===== src/rtl/apb3_pkg.sv =====
// Shared constants for the APB3 master bridge: FSM encoding, default widths and
// the wait-timer width.
package apb3_pkg;

    localparam int unsigned ADDR_W_DEF = 32;
    localparam int unsigned DATA_W_DEF = 32;
    localparam int unsigned TMR_W      = 16;

    localparam logic [1:0] StIdle   = 2'd0;
    localparam logic [1:0] StSetup  = 2'd1;
    localparam logic [1:0] StAccess = 2'd2;
    localparam logic [1:0] StResp   = 2'd3;

endpackage


===== src/rtl/apb3_wait_timer.sv =====
// Counts ACCESS cycles spent waiting on PREADY and flags the cycle on which the
// wait limit is reached.
module apb3_wait_timer
    import apb3_pkg::*;
#(
    parameter int unsigned LIMIT = 255
) (
    input  logic clk,
    input  logic rst,
    input  logic clear,
    input  logic tick,
    output logic expired
);

    logic [TMR_W-1:0] cnt_q;

    always_ff @(posedge clk) begin
        if (rst || clear) begin
            cnt_q <= '0;
        end else if (tick && (cnt_q != '1)) begin
            cnt_q <= cnt_q + 1'b1;
        end
    end

    // Fires on the waiting cycle that would bring the count up to LIMIT.
    assign expired = tick && ((32'(cnt_q) + 32'd1) >= LIMIT);

endmodule


===== src/rtl/apb3_master_bridge.sv =====
// Single-outstanding APB3 initiator: command channel in, SETUP/ACCESS on APB, response out.
// Optional access-phase wait abort is enabled with the APB_TIMEOUT_EN macro.
module apb3_master_bridge
    import apb3_pkg::*;
#(
    parameter int unsigned ADDR_W      = ADDR_W_DEF,
    parameter int unsigned DATA_W      = DATA_W_DEF,
    parameter int unsigned TIMEOUT_CYC = 255
) (
    input  logic              clk_i,
    input  logic              rst_i,
    input  logic              cmd_valid,
    output logic              cmd_ready,
    input  logic              cmd_write,
    input  logic [ADDR_W-1:0] cmd_addr,
    input  logic [DATA_W-1:0] cmd_wdata,
    output logic              rsp_valid,
    input  logic              rsp_ready,
    output logic [DATA_W-1:0] rsp_rdata,
    output logic              rsp_err,
    output logic              rsp_timeout,
    output logic [ADDR_W-1:0] PADDR,
    output logic              PSEL,
    output logic              PENABLE,
    output logic              PWRITE,
    output logic [DATA_W-1:0] PWDATA,
    input  logic [DATA_W-1:0] PRDATA,
    input  logic              PREADY,
    input  logic              PSLVERR
);

    logic [1:0]        state_q, state_d;
    logic              psel_q, psel_d;
    logic              penable_q, penable_d;
    logic              pwrite_q, pwrite_d;
    logic [ADDR_W-1:0] paddr_q, paddr_d;
    logic [DATA_W-1:0] pwdata_q, pwdata_d;
    logic              rsp_valid_q, rsp_valid_d;
    logic [DATA_W-1:0] rsp_rdata_q, rsp_rdata_d;
    logic              rsp_err_q, rsp_err_d;
    logic              rsp_timeout_q, rsp_timeout_d;
    logic              timeout_hit;

`ifdef APB_TIMEOUT_EN
    apb3_wait_timer #(
        .LIMIT (TIMEOUT_CYC)
    ) u_wait_timer (
        .clk     (clk_i),
        .rst     (rst_i),
        .clear   (state_q == StSetup),
        .tick    ((state_q == StAccess) && !PREADY),
        .expired (timeout_hit)
    );
`else
    assign timeout_hit = 1'b0;
`endif

    always_comb begin
        state_d       = state_q;
        psel_d        = psel_q;
        penable_d     = penable_q;
        pwrite_d      = pwrite_q;
        paddr_d       = paddr_q;
        pwdata_d      = pwdata_q;
        rsp_valid_d   = rsp_valid_q;
        rsp_rdata_d   = rsp_rdata_q;
        rsp_err_d     = rsp_err_q;
        rsp_timeout_d = rsp_timeout_q;

        unique case (state_q)
            StIdle: begin
                if (cmd_valid) begin
                    pwrite_d = cmd_write;
                    paddr_d  = cmd_addr;
                    pwdata_d = cmd_wdata;
                    psel_d   = 1'b1;
                    state_d  = StSetup;
                end
            end
            StSetup: begin
                penable_d = 1'b1;
                state_d   = StAccess;
            end
            StAccess: begin
                // PREADY on the limit cycle still completes normally.
                if (PREADY) begin
                    rsp_rdata_d   = pwrite_q ? '0 : PRDATA;
                    rsp_err_d     = PSLVERR;
                    rsp_timeout_d = 1'b0;
                    psel_d        = 1'b0;
                    penable_d     = 1'b0;
                    rsp_valid_d   = 1'b1;
                    state_d       = StResp;
                end else if (timeout_hit) begin
                    rsp_rdata_d   = '0;
                    rsp_err_d     = 1'b1;
                    rsp_timeout_d = 1'b1;
                    psel_d        = 1'b0;
                    penable_d     = 1'b0;
                    rsp_valid_d   = 1'b1;
                    state_d       = StResp;
                end
            end
            StResp: begin
                if (rsp_ready) begin
                    rsp_valid_d = 1'b0;
                    state_d     = StIdle;
                end
            end
            default: state_d = StIdle;
        endcase
    end

    always_ff @(posedge clk_i) begin
        if (rst_i) begin
            state_q       <= StIdle;
            psel_q        <= 1'b0;
            penable_q     <= 1'b0;
            pwrite_q      <= 1'b0;
            paddr_q       <= '0;
            pwdata_q      <= '0;
            rsp_valid_q   <= 1'b0;
            rsp_rdata_q   <= '0;
            rsp_err_q     <= 1'b0;
            rsp_timeout_q <= 1'b0;
        end else begin
            state_q       <= state_d;
            psel_q        <= psel_d;
            penable_q     <= penable_d;
            pwrite_q      <= pwrite_d;
            paddr_q       <= paddr_d;
            pwdata_q      <= pwdata_d;
            rsp_valid_q   <= rsp_valid_d;
            rsp_rdata_q   <= rsp_rdata_d;
            rsp_err_q     <= rsp_err_d;
            rsp_timeout_q <= rsp_timeout_d;
        end
    end

    assign cmd_ready   = (state_q == StIdle);
    assign PSEL        = psel_q;
    assign PENABLE     = penable_q;
    assign PWRITE      = pwrite_q;
    assign PADDR       = paddr_q;
    assign PWDATA      = pwdata_q;
    assign rsp_valid   = rsp_valid_q;
    assign rsp_rdata   = rsp_rdata_q;
    assign rsp_err     = rsp_err_q;
    assign rsp_timeout = rsp_timeout_q;

endmodule


===== config.mk =====
export PLATFORM = sky130hd
export DESIGN_NAME = apb3_master_bridge
export DESIGN_NICKNAME = d
export VERILOG_FILES = /design/src/rtl/apb3_pkg.sv /design/src/rtl/apb3_wait_timer.sv /design/src/rtl/apb3_master_bridge.sv
export SDC_FILE = /design/constraint.sdc
export NUM_CORES = 1
export LEC_CHECK = 0
export BUFFER_PORTS_ARGS = -buffer_cell sky130_fd_sc_hd__buf_4
export CAP_MARGIN = 20
export CORE_AREA = 4 4 99 101
export DETAILED_ROUTE_END_ITERATION = 10
export DIE_AREA = 0 0 103 105
export GPL_TIMING_DRIVEN = 0
export PLACE_DENSITY = 0.82
export SLEW_MARGIN = 20
export SYNTH_ARGS = -nofsm -noshare
export SYNTH_HDL_FRONTEND = slang
export SYNTH_SLANG_ARGS = --single-unit

===== constraint.sdc =====
create_clock -name clk_i -period 1.8 [get_ports clk_i]
set_clock_uncertainty 0.1 [all_clocks]
set_input_delay 0.18 -clock clk_i [delete_from_list [all_inputs] [get_ports clk_i]]
set_output_delay 0.18 -clock clk_i [all_outputs]
set_load 0.01 [all_outputs]

### Word level (Yosys, flattened, before mapping)

Index checks and enable logic that the tools add are counted.
W data, S select, Z words.

* equal/unequal tests: 6
* muxes and demuxes: 12
* reduce and logical (&&, ||, !) cells: 10

Operator list (count)
* $mux W32: 1
* $reduce_and A3 Y1: 3
* $pmux W2 S4: 1
* $mux W2: 3
* $ne A2 B2 Y1 const B: 3
* $pmux W1 S2: 3
* $reduce_and A2 Y1: 3
* $reduce_bool A2 Y1: 3
* $eq A2 B2 Y1 const B: 2
* $mux W1: 4
* $eq A2 B1 Y1 const B: 1
* $logic_not A2 Y1: 1

* bits in registers: 103
* input bits: 103
* output and inout port bits: 103
* logic and storage cells: 37

### Longest topological paths before layout

* word-level depth: 3
* mapped depth: 7
* mapped depth without buffers: 5

### Least setup slack after synthesis

OpenSTA, ideal clock, no wires.

* kind: reg2reg
* start: register state_q[1]
* end: register state_q[0]
* library setup time: 0.087 ns
* data arrival time: 1.412 ns
* required time: 1.613 ns
* path slack: 0.201 ns
* stages on the path, launching flop included: 6
* buffers on the path: 0
* clock period less this slack: 1.599 ns
* cells stage by stage: dfxtp_1 -> inv_1 -> ha_1 -> nor2b_1 -> or4_1 -> o31ai_1

* cells in the longest elaborated chain, start to end: 3
* elaborated cells between the ends (all ways): 9
* those cells by class: eq/ne: 6; mux: 1; reduce/logical: 2

RTL lines
* from (decl): line apb3_master_bridge.sv:32 `logic [1:0] state_q, state_d;`
* from (signal assigned): line apb3_master_bridge.sv:116 `state_q <= StIdle;`
* from (signal assigned): line apb3_master_bridge.sv:127 `state_q <= state_d;`
* $logic_not A2 Y1 *
* via cmd_ready: line apb3_master_bridge.sv:13 `output logic cmd_ready,`
* $ne A2 B2 Y1 (no line)
* $reduce_and A3 Y1 (no line)

Mark *: on every way through the listed nets, which the timed path passes. The rest lies on a longest branch.
A chain may end at the register's enable or synchronous reset.

### Final worst setup path

* start: register state_q[1]
* end: register paddr_q[3], in the netlist PADDR[3]

* cells in the longest elaborated chain, start to end: 2

RTL lines
* $logic_not A2 Y1: line apb3_master_bridge.sv:70 `unique case (state_q)`
* $reduce_and A2 Y1 (no line)
* to (signal assigned): line apb3_master_bridge.sv:131 `paddr_q <= paddr_d;`
* to (decl): line apb3_master_bridge.sv:36 `logic [ADDR_W-1:0] paddr_q, paddr_d;`

Every way passes these cells.

==> run metrics <==
Syn Area/Cell 8.23 um^2; Max Freq 0.597 GHz; filler instances 653; routed vias/inst 5.16; period utilization 93.1%; depth of the worst register-to-register path 7; mapped cell area 3930 um^2; Antenna Cells 0; Reg clk slew, reported paths 0.10 ns; HPWL after DPL 9020 um; CTS H-tree depth 3; total track usage 25.3%; Core Footprint 9020 um^2; CP endpoint PADDR[3]; largest net degree at the start of global routing 17; Max-cap violations 0; pwr dens 1090 nW/um^2; main flop type after synthesis dfxtp_1; post-route minimum period 1.68 ns; Final #Nets 884; TritonCTS Buffers 9; Final Hold Fails 0; layout overhead on the synthesized area 69.8%; placed cell area 5590 um^2; Yosys Warn Count 0; clock sink count 103; Worst Max-Slew Pin Slew 0.530 ns; area of the multi-input gates 1640 um^2; Setup crit end kind flip-flop; CTS Buffer Depth 2; r2r endpoint PADDR[3]; layout cells sized above 1 32.9%; CP Class flip-flop to flip-flop; status finished clean; Critical Path AT 1.86 ns; Die Ht 105 um; placer congestion estimate 0.812; GRT Residual Overflow 0; post-route ant nets 0; commonest non-fill, non-tap cells in the layout 208 x buf_4, 169 x nand2_1, 103 x dfxtp_1; Post-synth EDFFs 0; Die Wd 103 um; Synth area leaders dfxtp_1 53%, nand2_1 16%, a21oi_1 13%, nand4b_1 7.1%, buf_2 3.3%; global-route wire length before repair 22000 um; clock root cell clkbuf_8; First-pass DRT Iterations 4; initial antenna violation count 0; final core occ 73.9%; Slew HR 64.7%; Clock Latency Late Sink 0.34 ns; Hold Path Class input port to flip-flop; Async SR Flop Fraction 0%; # DRC 0; total number of vias 4589; Seq/Total Area, Yosys 52.5%; final instance area 6670 um^2; max-slew violation count 0; CP startpoint state_q[1]; I/O pins 206; share of Yosys cell area claimed by the top area cell type 52.5%; register bit total from synthesis 103; P_leak 2.93 nW; WP data required 1.98 ns; crit path max fanout 10; Iter 0 DRT Violations 208; Die Area 10800 um^2; Worst R2R Setup Slack 0.12 ns; Wirelength per Cell 15.9 um; Initial Util 43.5%; total power 7.25 mW; Placement Rows 35; maximum VDD drop 0.574 mV; Final setup viols 0; Storage cell area 2060 um^2; distinct cell type count after synthesis 30; area leader, netlist dfxtp_1; number of global-route vias before repair 4624; number of I/O port buffers 203; most common cell after layout, fill and taps aside buf_4; syn_nets 586; Mapped Cells 477; worst r2r src state_q[1]; CTS tree yes; crit path launch type flip-flop; WL final 14200 um
==> state kept, by name (all words and copies together), names as in the netlist <==
register and flops:
PADDR 32, PENABLE 1, PSEL 1, PWDATA 32, PWRITE 1, rsp_err 1
rsp_rdata 32, rsp_valid 1, state_q 2
==> cell type report <==
class,instances,area share (%)
buffer,41,3.64
inverter,3,0.169
clock inverter,4,0.826
clock buffer,11,2.27
multi-input combinational,330,24.6
tap,111,2.08
timing repair buffer,287,35.5
sequential,103,30.9
==> worst max-delay path: stages (launching register included) <==
cell and delay, ns:
dfxtp_1 0.36, inv_1 0.13, ha_2 0.25, and2_1 0.20, buf_6 0.16, buf_4 0.18, nand2_1 0.08, a21oi_1 0.16
==> stage by stage <==
stage | setup WS, ns | TNS (ns) | instances | hold WS, ns
after CTS | 0.0173 | 0 | 890 | 0.000269
after global placement | 0.130 | 0 | 791 | 0.326
final | 0.124 | 0 | 890 | 0.0211
after floorplan | 0.201 | 0 | 477 | 0.216
after global routing | -0.0000990 | -0.0000990 | 890 | 0.0107
after detailed placement | 0.0388 | 0 | 791 | 0.336
==> layer usage <==
metal | global-route usage (%) | wire, um | part of all wire, % | up-vias
li1 | - | - | - | 2186
met1 | 27.6 | 5210 | 37 | 2136
met2 | 45.6 | 7480 | 53 | 207
met3 | 3.81 | 793 | 5.6 | 60
met5 | 0 | 0 | 0 | -
met4 | 13.9 | 687 | 4.8 | 0
==> power by group <==
group | switching [mW] | total (mW) | leakage [nW] | internal, mW
logic | 1.50 | 2.84 | 1.99 | 1.34
clock network | 0.776 | 1.49 | 0.102 | 0.718
registers | 0.242 | 2.92 | 0.841 | 2.68
total | 2.52 | 7.25 | 2.93 | 4.74
==> synthesized netlist by cell type (3+ instances only) <==
cell	n
ha_1	6
inv_1	3
a21oi_1	99
buf_2	26
nand2_1	170
dfxtp_1	103
buf_4	6
nand4b_1	32
nor2_1	3
nor2b_1	3
clkbuf_1	7
==> worst min-delay path by stage <==
stage | start | endpoint | slack [ns] | cells past startpoint
after global routing | PRDATA[5] | rsp_rdata[5] | 0.01 | 3
after floorplan | cmd_addr[0] | PADDR[0] | 0.22 | 2
after detailed placement | cmd_wdata[31] | PWDATA[31] | 0.34 | 3
after global placement | cmd_addr[31] | PADDR[31] | 0.33 | 3
after CTS | PRDATA[0] | rsp_rdata[0] | 0.0003 | 3
final | PRDATA[5] | rsp_rdata[5] | 0.02 | 3
==> kinds of logic after synthesis <==
family	share of synthesized area, %
and+or+nand+nor	25.5
AOI/OAI and AO/OA	13.7
DFF	52.5
buffers and inverters	5.80
adders and majority gates	1.91
muxes	0.542
other	0.0955
==> repair_timing <==
item,in CTS,in global routing
gates resized for setup,0,13
endpoints found under the hold margin,84,0
hold buffers,84,0
endpoints found under the setup margin,0,87
buffers inserted,0,0
Power figures use the tool's default switching activity.
